--- config.mk ---
export PLATFORM = sky130hd
export DESIGN_NAME = seq_pattern_tx_flat
export DESIGN_NICKNAME = d
export VERILOG_FILES = /design/src/rtl/seq_pattern_tx_if.sv /design/src/rtl/seq_pattern_tx.sv /design/src/flat_wrapper.sv
export SDC_FILE = /design/constraint.sdc
export NUM_CORES = 1
export LEC_CHECK = 0
export CAP_MARGIN = 20
export CORE_ASPECT_RATIO = 1.2
export CORE_MARGIN = 4
export CORE_UTILIZATION = 45
export DETAILED_ROUTE_END_ITERATION = 8
export GPL_TIMING_DRIVEN = 0
export PLACE_DENSITY = 0.7
export SLEW_MARGIN = 20
export SYNTH_ARGS = -nofsm -noshare
export SYNTH_HDL_FRONTEND = slang
export SYNTH_SLANG_ARGS = --single-unit
--- constraint.sdc ---
create_clock -name clk -period 1.8 [get_ports clk]
set_input_delay 0.36 -clock clk [delete_from_list [all_inputs] [get_ports clk]]
set_output_delay 0.36 -clock clk [all_outputs]
set_load 0.05 [all_outputs]
--- src/rtl/seq_pattern_tx_if.sv ---
// Handshake/serial bundle for seq_pattern_tx: frame request in, serial stream and status out.
interface seq_pattern_tx_if #(
    parameter int DATA_W = 8
);
    logic              start;
    logic [DATA_W-1:0] data;
    logic              x;
    logic              valid;
    logic              busy;
    logic              done;

    modport master (
        output start,
        output data,
        input  x,
        input  valid,
        input  busy,
        input  done
    );

    modport slave (
        input  start,
        input  data,
        output x,
        output valid,
        output busy,
        output done
    );
endinterface

--- src/rtl/seq_pattern_tx.sv ---
// Serial pattern transmitter: preamble then payload MSB-first, optional even-parity bit
// when SEQ_TX_PARITY_EN is defined, followed by an idle gap before the next frame.
module seq_pattern_tx #(
    parameter int               DATA_W   = 8,
    parameter int               PRE_W    = 3,
    parameter logic [PRE_W-1:0] PREAMBLE = 3'b101,
    parameter int               GAP      = 2
) (
    input  logic           clk,
    input  logic           reset,
    seq_pattern_tx_if.slave tx
);
    localparam int MAX_PD = (PRE_W > DATA_W) ? PRE_W : DATA_W;
    localparam int MAX_N  = (MAX_PD > GAP) ? MAX_PD : GAP;
    localparam int CNT_W  = (MAX_N < 1) ? 1 : $clog2(MAX_N + 1);

    localparam logic [CNT_W-1:0] PRE_LAST  = CNT_W'(PRE_W - 1);
    localparam logic [CNT_W-1:0] DATA_LAST = CNT_W'(DATA_W - 1);
    localparam logic [CNT_W-1:0] GAP_LAST  = (GAP > 0) ? CNT_W'(GAP - 1) : '0;

    typedef enum logic [2:0] {
        S_IDLE,
        S_PRE,
        S_DATA,
        S_PAR,
        S_GAP
    } state_t;

    state_t             state_reg, state_next;
    logic [CNT_W-1:0]   cnt_reg, cnt_next;
    logic [PRE_W-1:0]   pre_sr_reg, pre_sr_next;
    logic [DATA_W-1:0]  data_sr_reg, data_sr_next;
    logic               x_reg, x_next;
    logic               valid_reg, valid_next;
    logic               busy_reg, busy_next;
    logic               done_reg, done_next;
    logic               par_bit;

`ifdef SEQ_TX_PARITY_EN
    logic [DATA_W:0]    par_chain;
    logic               par_reg, par_next;

    // Even parity of the payload as an XOR chain over the incoming word.
    assign par_chain[0] = 1'b0;
    genvar gi;
    generate
        for (gi = 0; gi < DATA_W; gi++) begin : g_par
            assign par_chain[gi+1] = par_chain[gi] ^ tx.data[gi];
        end
    endgenerate

    assign par_bit = par_next;
`else
    assign par_bit = 1'b0;
`endif

    always_ff @(posedge clk) begin
        if (reset) begin
            state_reg   <= S_IDLE;
            cnt_reg     <= '0;
            pre_sr_reg  <= '0;
            data_sr_reg <= '0;
            x_reg       <= 1'b0;
            valid_reg   <= 1'b0;
            busy_reg    <= 1'b0;
            done_reg    <= 1'b0;
`ifdef SEQ_TX_PARITY_EN
            par_reg     <= 1'b0;
`endif
        end else begin
            state_reg   <= state_next;
            cnt_reg     <= cnt_next;
            pre_sr_reg  <= pre_sr_next;
            data_sr_reg <= data_sr_next;
            x_reg       <= x_next;
            valid_reg   <= valid_next;
            busy_reg    <= busy_next;
            done_reg    <= done_next;
`ifdef SEQ_TX_PARITY_EN
            par_reg     <= par_next;
`endif
        end
    end

    always_comb begin
        state_next   = state_reg;
        cnt_next     = cnt_reg;
        pre_sr_next  = pre_sr_reg;
        data_sr_next = data_sr_reg;
        done_next    = 1'b0;
`ifdef SEQ_TX_PARITY_EN
        par_next     = par_reg;
`endif

        case (state_reg)
            S_IDLE: begin
                if (tx.start) begin
                    state_next   = S_PRE;
                    cnt_next     = '0;
                    pre_sr_next  = PREAMBLE;
                    data_sr_next = tx.data;
`ifdef SEQ_TX_PARITY_EN
                    par_next     = par_chain[DATA_W];
`endif
                end
            end

            S_PRE: begin
                if (cnt_reg == PRE_LAST) begin
                    state_next = S_DATA;
                    cnt_next   = '0;
                end else begin
                    cnt_next    = cnt_reg + CNT_W'(1);
                    pre_sr_next = pre_sr_reg << 1;
                end
            end

            S_DATA: begin
                if (cnt_reg == DATA_LAST) begin
                    cnt_next = '0;
`ifdef SEQ_TX_PARITY_EN
                    state_next = S_PAR;
`else
                    done_next  = 1'b1;
                    state_next = (GAP > 0) ? S_GAP : S_IDLE;
`endif
                end else begin
                    cnt_next     = cnt_reg + CNT_W'(1);
                    data_sr_next = data_sr_reg << 1;
                end
            end

`ifdef SEQ_TX_PARITY_EN
            S_PAR: begin
                cnt_next   = '0;
                done_next  = 1'b1;
                state_next = (GAP > 0) ? S_GAP : S_IDLE;
            end
`endif

            S_GAP: begin
                if (cnt_reg == GAP_LAST) begin
                    state_next = S_IDLE;
                    cnt_next   = '0;
                end else begin
                    cnt_next = cnt_reg + CNT_W'(1);
                end
            end

            default: begin
                state_next = S_IDLE;
                cnt_next   = '0;
            end
        endcase
    end

    // Outputs are registered from the state being entered, so the first preamble
    // bit is already on x in the cycle right after start is accepted.
    always_comb begin
        x_next     = 1'b0;
        valid_next = 1'b0;
        busy_next  = (state_next != S_IDLE);
        case (state_next)
            S_PRE: begin
                x_next     = pre_sr_next[PRE_W-1];
                valid_next = 1'b1;
            end
            S_DATA: begin
                x_next     = data_sr_next[DATA_W-1];
                valid_next = 1'b1;
            end
            S_PAR: begin
                x_next     = par_bit;
                valid_next = 1'b1;
            end
            default: begin
                x_next     = 1'b0;
                valid_next = 1'b0;
            end
        endcase
    end

    assign tx.x     = x_reg;
    assign tx.valid = valid_reg;
    assign tx.busy  = busy_reg;
    assign tx.done  = done_reg;
endmodule
--- src/flat_wrapper.sv ---
// flat-port wrapper written by rule: the top's interface ports become plain ports
module seq_pattern_tx_flat 
#(
    parameter int               DATA_W   = 8,
    parameter int               PRE_W    = 3,
    parameter logic [PRE_W-1:0] PREAMBLE = 3'b101,
    parameter int               GAP      = 2
)
  (clk, reset, tx_start, tx_data, tx_x, tx_valid, tx_busy, tx_done);
  seq_pattern_tx_if #(.DATA_W(DATA_W)) tx_i ();
  input  logic clk;
  input  logic reset;
  input wire logic [$bits(tx_i.start)-1:0] tx_start;
  input wire logic [$bits(tx_i.data)-1:0] tx_data;
  output wire logic [$bits(tx_i.x)-1:0] tx_x;
  output wire logic [$bits(tx_i.valid)-1:0] tx_valid;
  output wire logic [$bits(tx_i.busy)-1:0] tx_busy;
  output wire logic [$bits(tx_i.done)-1:0] tx_done;
  assign tx_i.start = tx_start;
  assign tx_i.data = tx_data;
  assign tx_x = tx_i.x;
  assign tx_valid = tx_i.valid;
  assign tx_busy = tx_i.busy;
  assign tx_done = tx_i.done;
  seq_pattern_tx #(.DATA_W(DATA_W), .PRE_W(PRE_W), .PREAMBLE(PREAMBLE), .GAP(GAP)) u_core (.clk(clk), .reset(reset), .tx(tx_i));
endmodule
==> key figures <==
Run status
  • Outcome: finished, violations left
  • Failing checks: setup timing

Power and ir drop
  • NetSw: 0.271 mW
  • Leak: 0.493 nW
  • Pwr per Cell Area: 829 nW/um^2
  • Maximum resistive drop on vdd: 640 uV
  • Sw Ratio: 24.7%
  • Pint: 0.826 mW
  • Clock Power Share: 35.3%
  • Combinational power share: 16.1%
  • Power Total: 1.10 mW
  • Sequential Power Share: 48.6%

Drt
  • Vias/cell: 5.70
  • Drt wl/cell: 14.4 um
  • Drt initial violations: 35
  • DRC violations left: 0
  • DR pass1 iterations: 4
  • Routed vias: 900
  • Final WL: 2.28 mm
  • ANT nets after route: 0

Cells and area
  • Layout cells sized above 1: 20.3%
  • Finished Core Util: 62.5%
  • Nets@finish: 143
  • Synth-to-Final Area Change: 27.8%
  • Max reg flops: 8
  • Fillers: 211
  • Antenna cell count: 0

Timing
  • Worst Hold Slack: 434 ps
  • Final worst setup slack: -11.5 ps
  • Slew HR: 66.7%
  • Fin. max-slew vios: 0
  • Min Tclk post-route: 1810 ps
  • Setup Skew: 4.04 ps
  • RSZ-0062 raised after global routing: yes
  • Worst-Margin Slew: 499 ps
  • Fmax: 552 MHz
  • Final period util: 101%
  • Final setup vio count: 1
  • Final hold viol count: 0

Critical path
  • Setup crit start kind: register
  • Worst EP required: 2010 ps
  • Critical path peak fanout: 7
  • Critical Path Start: u_core.cnt_reg[0]
  • FF-to-FF Start: u_core.cnt_reg[0]
  • CP Data Arrival Time: 2020 ps
  • CP endpoint kind: register
  • Critical path class: register to register

Clocking
  • CTS tree: yes
  • Hold buffer count at cts: 0
  • Sink Count: 22
  • Worst-path clk slew: 130 ps
  • Htree depth: 1
  • Number of CTS-inserted buffers: 3
  • Clk buf depth: 2
  • Root Driver: clkbuf_4
  • Clock Latency Late Sink: 320 ps

Synth
  • Synthesized Nets: 123
  • Synth top area share: 42.6%
  • FFs w/ async S/R, synth: 0%
  • Post-synth top area cell: dfxtp_1
  • Mapped Cells: 109
  • Dominant synthesized flop cell: dfxtp_1
  • Top-count cell post-synth: dfxtp_1
  • Sequential share of the synthesized area: 42.6%
  • Syn. warnings: 0
  • Synth cell count leaders: 22 x dfxtp_1, 15 x nor2_1, 6 x a222oi_1, 5 x inv_1
  • Cell area after synthesis: 1030 um^2
  • Flops & latches, synth: 22
  • Post-synth EDFFs: 0
  • Cell variety after synth: 41
  • Synth top area cells: dfxtp_1 43%, a222oi_1 5.8%, nor2_1 5.4%, ha_1 3.6%, a2111oi_4 2.7%
  • Mean Syn Cell Area: 9.49 um^2

Floorplanning
  • # IOs: 15
  • Die width: 51.8 um
  • Starting Density: 48.9%
  • # rows: 18
  • Core area: 2120 um^2
  • Die area: 3130 um^2
  • DIE HEIGHT: 60.5 um

Run
  • Max Cap Viol: 0

Placement
  • Final GP Congestion: 0.868
  • Post-DP HPWL: 1.58 mm
  • Port Buf Inserts: 13
  • Place WS: -351 ps

Global route
  • Largest net degree at the start of global routing: 14
  • Initial antenna violation count: 0
  • Vias in the first global route: 848
  • Gr usage total: 15.6%
  • Global-route wire length before repair: 3.62 mm
  • GRT overflow: 0

Worst hold path
  • Hold path startpoint: reset
  • HP Class: input port to register
[repair_timing]
item | in CTS | in global routing
gates resized for setup | 7 | 12
buffers inserted | 1 | 1
setup endpoints to repair | 15 | 14
pin swaps | 3 | 7
[stage by stage]
step	TNS (ps)	instances	cell area, um^2
after floorplan	0	109	1030
after global placement	-2990	152	1200
after detailed placement	-3050	152	1200
after CTS	-25.5	157	1270
after global routing	-444	158	1320
final	-11.5	158	1320
[path summary, 6_finish.rpt]
path                           end  slack, ps  depth (start not counted)
max reg2reg  u_core.data_sr_reg[1]        -10                          5
max          u_core.data_sr_reg[1]        -10                          5
min          u_core.data_sr_reg[7]        430                          2
min reg2reg   u_core.pre_sr_reg[1]        470                          2
[worst max-delay path, cell delays in order, from the launching register on]
cell and delay, ps:
dfxtp_4 390, ha_2 200, and3b_2 240, a2111o_1 460, a222oi_1 350, nor2_1 70
[cells in the final DEF (no fill, tap or decap), types with 2 or more instances in the layout]
cell             netlist  final
or2_2                  2      2
clkbuf_1               3      2
inv_1                  5      5
clkbuf_4               0      3
a222oi_1               6      6
a211oi_1               2      2
clkdlybuf4s50_1        0      9
dfxtp_1               22     19
a21oi_1                4      4
nor3_1                 4      4
nor2_1                15     15
nor2b_1                2      2
nand3b_1               3      3
dfxtp_2                0      2
buf_2                  2      2
nand2b_1               4      4
ha_2                   0      2
o22ai_1                2      2
nand2_1                3      3
buf_4                  0      2
dlygate4sd2_1          0      3
[metal layers]
metal / wire length, um / GRT usage (%) / part of all wire, % / vias to the layer above
met4: 53 / 8.99 / 2.3 / 0
met3: 100 / 2.21 / 4.4 / 5
met1: 1020 / 17.9 / 45 / 423
met2: 1110 / 27.6 / 49 / 23
met5: 0 / 0 / 0 / -
li1: - / - / - / 449
[area by class of cell]
type,instances,area [um^2],area share (%)
Clock buffer,3,22.5,1.70
Inverter,5,18.8,1.42
Buffer,6,33.8,2.55
Clock inverter,1,30.0,2.27
Tap cell,30,37.5,2.84
Timing Repair Buffer,15,144,10.9
Multi-Input combinational cell,76,589,44.6
Sequential cell,22,447,33.8
[power groups by stage]
| stage | registers [mW] | clock network [mW] | logic, mW |
|---|---|---|---|
| 2_1_floorplan | 0.557 | 0 | 0.0896 |
| 3_3_place_gp | 0.541 | 0 | 0.155 |
| 3_5_place_dp | 0.542 | 0 | 0.159 |
| 4_1_cts | 0.532 | 0.390 | 0.164 |
| 5_1_grt | 0.536 | 0.411 | 0.195 |
| 6_report | 0.533 | 0.388 | 0.176 |
[logic make-up (layout without fill, tap and decap cells)]
family,after synthesis,in the layout,share of synthesized area [%]
compound gates,26,26,21.4
xor+xnor,1,1,0.847
fa+ha+maj,3,3,3.63
buf+inv,11,30,4.96
flops,22,22,42.6
mux,1,1,0.967
simple gates,45,45,25.6
No activity file was read; power rests on OpenSTA's default activity.
